==> src/rtl/fifo_write_arbiter.sv <==
// Round-robin arbiter that lets up to four requesters write bursts into one FIFO.
// The handshake is combinational: the FIFO captures the owner's word on the edge where it is accepted.
module fifo_write_arbiter #(
  parameter int DATA_WIDTH = 16,
  parameter int NUM_REQ    = 4,
  parameter int BURST_LEN  = 4
) (
  input  logic                          clk,
  input  logic                          reset,
  input  logic [NUM_REQ-1:0]            req_valid,
  input  logic [NUM_REQ*DATA_WIDTH-1:0] req_data,
  output logic [NUM_REQ-1:0]            req_ready,
  output logic                          fifo_write_en,
  output logic [DATA_WIDTH-1:0]         fifo_data_in,
  input  logic                          fifo_full,
  output logic [1:0]                    owner,
  output logic                          busy,
  output logic                          stall
);

  localparam int CNT_W = (BURST_LEN > 1) ? $clog2(BURST_LEN) : 1;

  typedef enum logic {IDLE, GRANT} state_t;

  state_t           r_state, w_state_next;
  logic [1:0]       r_owner, w_owner_next;
  logic [1:0]       r_last_grant, w_last_grant_next;
  logic [CNT_W-1:0] r_burst_cnt, w_burst_cnt_next;

  logic [DATA_WIDTH-1:0] w_slice [NUM_REQ];
  logic [1:0]            w_scan_base;
  logic [1:0]            w_sel_idx;
  logic [1:0]            w_cand;
  logic                  w_sel_found;
  logic                  w_owner_valid;
  logic                  w_transfer;
  logic                  w_last_beat;
  logic                  w_release;

  generate
    for (genvar gi = 0; gi < NUM_REQ; gi++) begin : g_req
      assign w_slice[gi]   = req_data[gi*DATA_WIDTH +: DATA_WIDTH];
      assign req_ready[gi] = w_transfer && (r_owner == 2'(gi));
    end
  endgenerate

  assign w_owner_valid = req_valid[r_owner];
  // Gating with reset keeps the write strobe low for the whole reset pulse.
  assign w_transfer    = (r_state == GRANT) && w_owner_valid && !fifo_full && !reset;
  assign w_last_beat   = (r_burst_cnt == CNT_W'(BURST_LEN - 1));
  assign w_release     = (r_state == GRANT) && ((w_transfer && w_last_beat) || !w_owner_valid);

  assign fifo_write_en = w_transfer;
  assign fifo_data_in  = (r_state == GRANT) ? w_slice[r_owner] : '0;
  assign owner         = r_owner;
  assign busy          = (r_state == GRANT);
  assign stall         = (r_state == GRANT) && w_owner_valid && fifo_full;

  // On release the outgoing owner becomes last_grant, so the scan starts just past it.
  assign w_scan_base = (r_state == GRANT) ? r_owner : r_last_grant;

  always_comb begin
    w_sel_found = 1'b0;
    w_sel_idx   = w_scan_base;
    w_cand      = w_scan_base;
    for (int k = 1; k <= 4; k++) begin
      w_cand = w_scan_base + 2'(k);
      if (!w_sel_found && req_valid[w_cand]) begin
        w_sel_found = 1'b1;
        w_sel_idx   = w_cand;
      end
    end
  end

  always_comb begin
    w_state_next      = r_state;
    w_owner_next      = r_owner;
    w_last_grant_next = r_last_grant;
    w_burst_cnt_next  = r_burst_cnt;
    case (r_state)
      IDLE: begin
        if (w_sel_found) begin
          w_state_next     = GRANT;
          w_owner_next     = w_sel_idx;
          w_burst_cnt_next = '0;
        end
      end
      GRANT: begin
        if (w_release) begin
          w_last_grant_next = r_owner;
          w_burst_cnt_next  = '0;
          if (w_sel_found) begin
            w_owner_next = w_sel_idx;
          end else begin
            w_state_next = IDLE;
          end
        end else if (w_transfer) begin
          w_burst_cnt_next = r_burst_cnt + CNT_W'(1);
        end
      end
      default: w_state_next = IDLE;
    endcase
  end

  always_ff @(posedge clk or posedge reset) begin
    if (reset) begin
      r_state      <= IDLE;
      r_owner      <= 2'd0;
      r_last_grant <= 2'd3;
      r_burst_cnt  <= '0;
    end else begin
      r_state      <= w_state_next;
      r_owner      <= w_owner_next;
      r_last_grant <= w_last_grant_next;
      r_burst_cnt  <= w_burst_cnt_next;
    end
  end

endmodule

==> config.mk <==
export PLATFORM = sky130hd
export DESIGN_NAME = fifo_write_arbiter
export DESIGN_NICKNAME = d
export VERILOG_FILES = /design/src/rtl/fifo_write_arbiter.sv
export SDC_FILE = /design/constraint.sdc
export NUM_CORES = 1
export LEC_CHECK = 0
export BUFFER_PORTS_ARGS = -buffer_cell sky130_fd_sc_hd__buf_2
export CAP_MARGIN = 20
export CORE_MARGIN = 5
export CORE_UTILIZATION = 32
export CTS_BUF_LIST = sky130_fd_sc_hd__clkbuf_4 sky130_fd_sc_hd__clkbuf_8 sky130_fd_sc_hd__clkbuf_16
export DETAILED_ROUTE_END_ITERATION = 8
export GPL_ROUTABILITY_DRIVEN = 0
export PLACE_DENSITY = 0.85
export SYNTH_ARGS = -nofsm -noshare
export SYNTH_HDL_FRONTEND = slang
export SYNTH_SLANG_ARGS = --single-unit
==> constraint.sdc <==
create_clock -name clk -period 1.9 [get_ports clk]
set_clock_uncertainty 0.2 [all_clocks]
set_input_delay 0.285 -clock clk [delete_from_list [all_inputs] [get_ports clk]]
set_output_delay 0.285 -clock clk [all_outputs]
set_load 0.005 [all_outputs]
# Word level (Yosys, flattened, before mapping)
# Index checks and enable logic that the tools add are counted.
# W data, S select, Z words.
op_classes:
  add_sub_neg: 4
  order_cmp: 6
  eq_ne: 7
  muxes: 33
  bitwise_logic: 2
  n_reduce_logical: 23
op_table:
  columns: ["operator", "n"]
  rows:
  - ["$mux W16", 3]
  - ["$bmux W16 S2", 1]
  - ["$mux W2", 10]
  - ["$lt A2 B3 Y1 const B", 5]
  - ["$logic_and A1 B1 Y1", 13]
  - ["$mux W1", 11]
  - ["$bmux W1 S2", 5]
  - ["$pmux W2 S2", 2]
  - ["$eq A2 B2 Y1 const B", 3]
  - ["$logic_not A1 Y1", 6]
  - ["$add A2 B1 Y2 const B", 2]
  - ["$add A2 B2 Y2 const B", 2]
  - ["$reduce_and A2 Y1", 2]
  - ["$ge A3 B3 Y1 const B", 1]
  - ["$ne A3 B1 Y1 const B", 1]
  - ["$not A2 Y3", 1]
  - ["$eq A2 B1 Y1 const B", 1]
  - ["$logic_not A2 Y1", 1]
  - ["$ne A2 B1 Y1 const B", 1]
  - ["$ne A2 B2 Y1 const B", 1]
  - ["$pmux W1 S2", 1]
  - ["$logic_or A1 B1 Y1", 1]
  - ["$not A1 Y1", 1]
totals:
  reg_bits: 7
  output_inout_bits: 25
  word_cells: 79

# Longest topological paths before layout
logic_depth:
  ltp_word: 17
  mapped_depth: 6
  ltp_nobuf: 5

# Worst setup path after synthesis
# Ideal clock, no wire load.
synth_timing:
  kind: "reg-to-output"
  start: "register r_owner[0], in the netlist owner[0]"
  end: "output port req_ready[3]"
  arrival_ps: 1492
  required_time_ps: 1415
  slack_ps: -77
  stages_incl_launch_ff: 6
  cell_sequence: "dfrtp_1 > buf_6 > mux4_2 > nand3_1 > inv_1 > and3_1"
synth_via:
  elab_chain_len: 6
  elab_cells_between_ends: 7
  cone_classes: "eq/ne (1); mux (2); reduce/logical (4)"
synth_rtl:
  columns: ["item", "line", "rtl"]
  rows:
  - ["start, declared", "26", "logic [1:0] r_owner, w_owner_next;"]
  - ["start signal, assigned", "113", "r_owner <= w_owner_next;"]
  - ["$bmux W1 S2", "47", "assign w_owner_valid = req_valid[r_owner];"]
  - ["$mux W1 (implied by the code)", "47", null]
  - ["$logic_and A1 B1 Y1 (3 in series)", "49", "assign w_transfer = (r_state == GRANT) && w_owner_valid && !fifo_full && !reset;"]
  - ["named net fifo_write_en", "13", "output logic fifo_write_en,"]
  - ["$logic_and A1 B1 Y1", "43", "assign req_ready[gi] = w_transfer && (r_owner == 2'(gi));"]
  - ["end, declared", "12", "output logic [NUM_REQ-1:0] req_ready,"]
# The timed path passes the listed nets, and every way through them passes these cells. The select of a mux whose other input is x is not followed.

# Final worst setup path
layout_timing:
  start: "register r_owner[0], in the netlist owner[0]"
  end: "output port fifo_data_in[13]"
layout_via:
  elab_chain_len: 5
layout_rtl:
  columns: ["item", "line", "rtl"]
  rows:
  - ["$not A2 Y3 (implied by the code)", "54", "assign fifo_data_in = (r_state == GRANT) ? w_slice[r_owner] : '0;"]
  - ["$bmux W16 S2", "54", null]
  - ["$mux W16 (implied by the code) (2 in series)", "54", null]
  - ["$mux W16", "54", null]
  - ["end, declared", "14", "output logic [DATA_WIDTH-1:0] fifo_data_in,"]
# Every way passes these cells. The select of a mux whose other input is x is not followed.

==> impl_metrics.toml <==
[route]
drtIter0Drc = 67
totalWireLength_mm = 4.39
ant_nets = 0
dr.pass1.iters = 4
vias = 1313
avgRoutedWirePerCell_um = 16.8
viasPerCell = 5.03
drc = 0

[worst_setup_path]
cp_cell_sequence = "buf_6 -> buf_16 -> mux4_2 -> and2_4 -> buf_6"
worst_setup_path_end_kind = "output port"
r2r_cells = 7
crit_path_start_kind = "flop"
worstSetupPathType = "flop to output port"
worst_path_max_delay_cell = "mux4_2"
cp.required_ps = 1410
cp.arrival_ps = 1690
crit_fanout = 7
crit_top_cell = "buf_6"
critPathMaxStageDelay_ps = 500

[sta]
timing.fmax_mhz = 459
fin_tns_setup_ps = -5010
period_share_pct = 115
period_needed_ps = 2180
tightest_slew_ps = 302
fin_ws_ps = -278
grt_setup_unrepaired = "true"
final_max_slew_viol_count = 0
slew_headroom_pct = 79.7
finalHoldViolCount = 0
final-setup-viol-count = 27

[clocking]
cts_root_buf = "clkbuf_4"
clk_pin_slew_ps = 50
clk_latency_ps = 250
numClockSinks = 7
cts_buffers = 3
cts_tree = "built"
cts-htree-levels = 1
cts_buffer_depth = 2

[floorplanning]
core.rowCount = 21
dieArea_um2 = 4660
io_pins = 96
core_region_area_um2 = 3310
start_util_pct = 32.8
die_h_um = 68.3
die_w_um = 68.3

[finish]
multi_input_area_um2 = 895
fin_area_um2 = 1940
drive_gt1_share_pct = 75.8
finalNetCount = 288
nFillCells = 280
num_antenna_cells = 0
regArea_um2 = 179
area_growth_syn_to_layout_pct = 78.8

[synthesis]
syn-instance-count = 101
synth_cell_types = 36
yosysWarnings = 0
synth_edf_count = 0
synth_area_um2 = 1090
synthFlopType = "dfrtp_1"
ys_seq_area_share_pct = 16.4
ys_seq_elements = 7
syn_avg_cell_area_um2 = 10.8
async_reset_ff_share_pct = 100
synth_fp_nets = 173

[placement]
dpl-instance-area_um2 = 1700
portBuffers = 95
hpwl_mm = 3.30

[global_routing]
grt_usage_pct = 16.9
grt_pass1_vias = 1296
grt_max_degree = 21
grt_antenna_before_repair = 0
grt_pass1_wl_mm = 5.89
overflow = 0

[power]
powerDensity_nw_per_um2 = 1240
irDropWorstVdd_mv = 0.589
power.leakage_nw = 0.968

[outcome]
violations = "negative setup slack"
status = "finished, violations left"

[run]
drv_cap = 0

[hold_path]
hold_path.class = "flop to flop"
min_path_cells = 1
where the power goes:
| group | internal [W] | switching [W] |
|---|---|---|
| sequential | 0.000223 | 0.0000595 |
| clock | 0.0000942 | 0.0000524 |
| combinational | 0.00124 | 0.000744 |
cell usage after synthesis, types with 3 or more instances:
| cell type | instances | area (µm²) |
|---|---|---|
| and2_1 | 16 | 100 |
| mux4_2 | 14 | 315 |
| dfrtp_1 | 5 | 125 |
| inv_1 | 5 | 18.8 |
| mux2_2 | 5 | 56.3 |
| nand2_1 | 5 | 18.8 |
| buf_2 | 4 | 20.0 |
| nor2_1 | 4 | 15.0 |
| mux2i_1 | 3 | 30.0 |
| mux4_1 | 3 | 78.8 |
| nor3_1 | 3 | 15.0 |
state kept, by name, summed over array words and instances, names as in the netlist:
register / count
r_burst_cnt: 2
busy: 1
owner: 2
r_last_grant: 2
layout by cell type, fill, tap and decap left out, types with 2 or more instances in the layout:
| cell | n |
|---|---|
| nand2_1 | 4 |
| mux2_2 | 2 |
| and2_1 | 12 |
| buf_16 | 2 |
| mux4_2 | 17 |
| mux2i_1 | 2 |
| xor2_1 | 2 |
| buf_2 | 89 |
| dfstp_2 | 2 |
| and2_4 | 4 |
| nand3b_1 | 2 |
| clkbuf_4 | 4 |
| a2bb2oi_1 | 2 |
| buf_4 | 14 |
| nor2_1 | 4 |
| inv_1 | 4 |
| mux2_4 | 3 |
| dfrtp_1 | 4 |
| nor3_1 | 2 |
| buf_6 | 13 |
cell families after synthesis:
kind of cell,count (synthesis),synth area share [%]
xor+xnor,2,1.61
mux,25,44.2
compound gates,13,10.3
flops,7,16.4
simple gates,39,20.4
fa+ha+maj,1,1.15
buf+inv,14,5.99
routing by layer:
layer	track usage, %	vias to the layer above	part of all wire (%)
met3	4.27	4	11
met2	34.9	64	56
met1	16.0	626	33
met4	4.22	0	0.80
li1	-	619	-
met5	0	-	0
worst max-delay path, delay by kind of cell (launching register included):
kind,cells,cell delay (ps)
mux,1,500
flops,1,400
buf+inv,3,380
simple gates,1,160
final cells by class:
| cell class | count | area share, % |
|---|---|---|
| flip-flops and latches | 7 | 9.21 |
| inverters | 5 | 0.966 |
| well taps | 46 | 2.96 |
| repair buffers | 119 | 39.2 |
| clock buffers | 4 | 1.55 |
| multi-input cells | 80 | 46.1 |
through the flow:
| stage | hold slack [ps] | setup WS, ps | cells | util [%] | power, W |
|---|---|---|---|---|---|
| 3_5_place_dp | 45.0 | -21.1 | 248 | 51.4 | 0.00181 |
| 2_1_floorplan | -113 | -28.2 | 101 | - | 0.00130 |
| 5_1_grt | 330 | -321 | 261 | 58.7 | 0.00260 |
| 3_3_place_gp | 43.6 | -3.32 | 248 | 51.4 | 0.00178 |
| 6_report | 305 | -278 | 261 | 58.7 | 0.00241 |
| 4_1_cts | 294 | -239 | 261 | 57.6 | 0.00235 |
path summary, 6_finish.rpt:
| kind | start | to | slack, ps |
|---|---|---|---|
| min in group asynchronous | reset | busy$_DFF_PP0_ | 340 |
| hold reg to reg | r_burst_cnt[1]$_DFFE_PP0P_ | r_burst_cnt[1]$_DFFE_PP0P_ | 310 |
| setup / recovery | owner[0]$_DFFE_PP0P_ | fifo_data_in[13] | -280 |
| setup reg to reg | owner[0]$_DFFE_PP0P_ | owner[1]$_DFFE_PP0P_ | -170 |
| max in group asynchronous | reset | r_last_grant[0]$_DFFE_PP1P_ | 890 |
| hold / removal | r_burst_cnt[1]$_DFFE_PP0P_ | r_burst_cnt[1]$_DFFE_PP0P_ | 310 |
timing repair:
item                                    in CTS  in global routing
endpoints found under the setup margin      25                 28
endpoints found under the hold margin        5                  0
setup buffers                                6                  1
gates cloned                                 2                  0
hold buffers                                 1                  0
pin swaps                                   20                  1
resized for setup                           25                 11
Note: power is estimated with default switching activity, not from simulation.
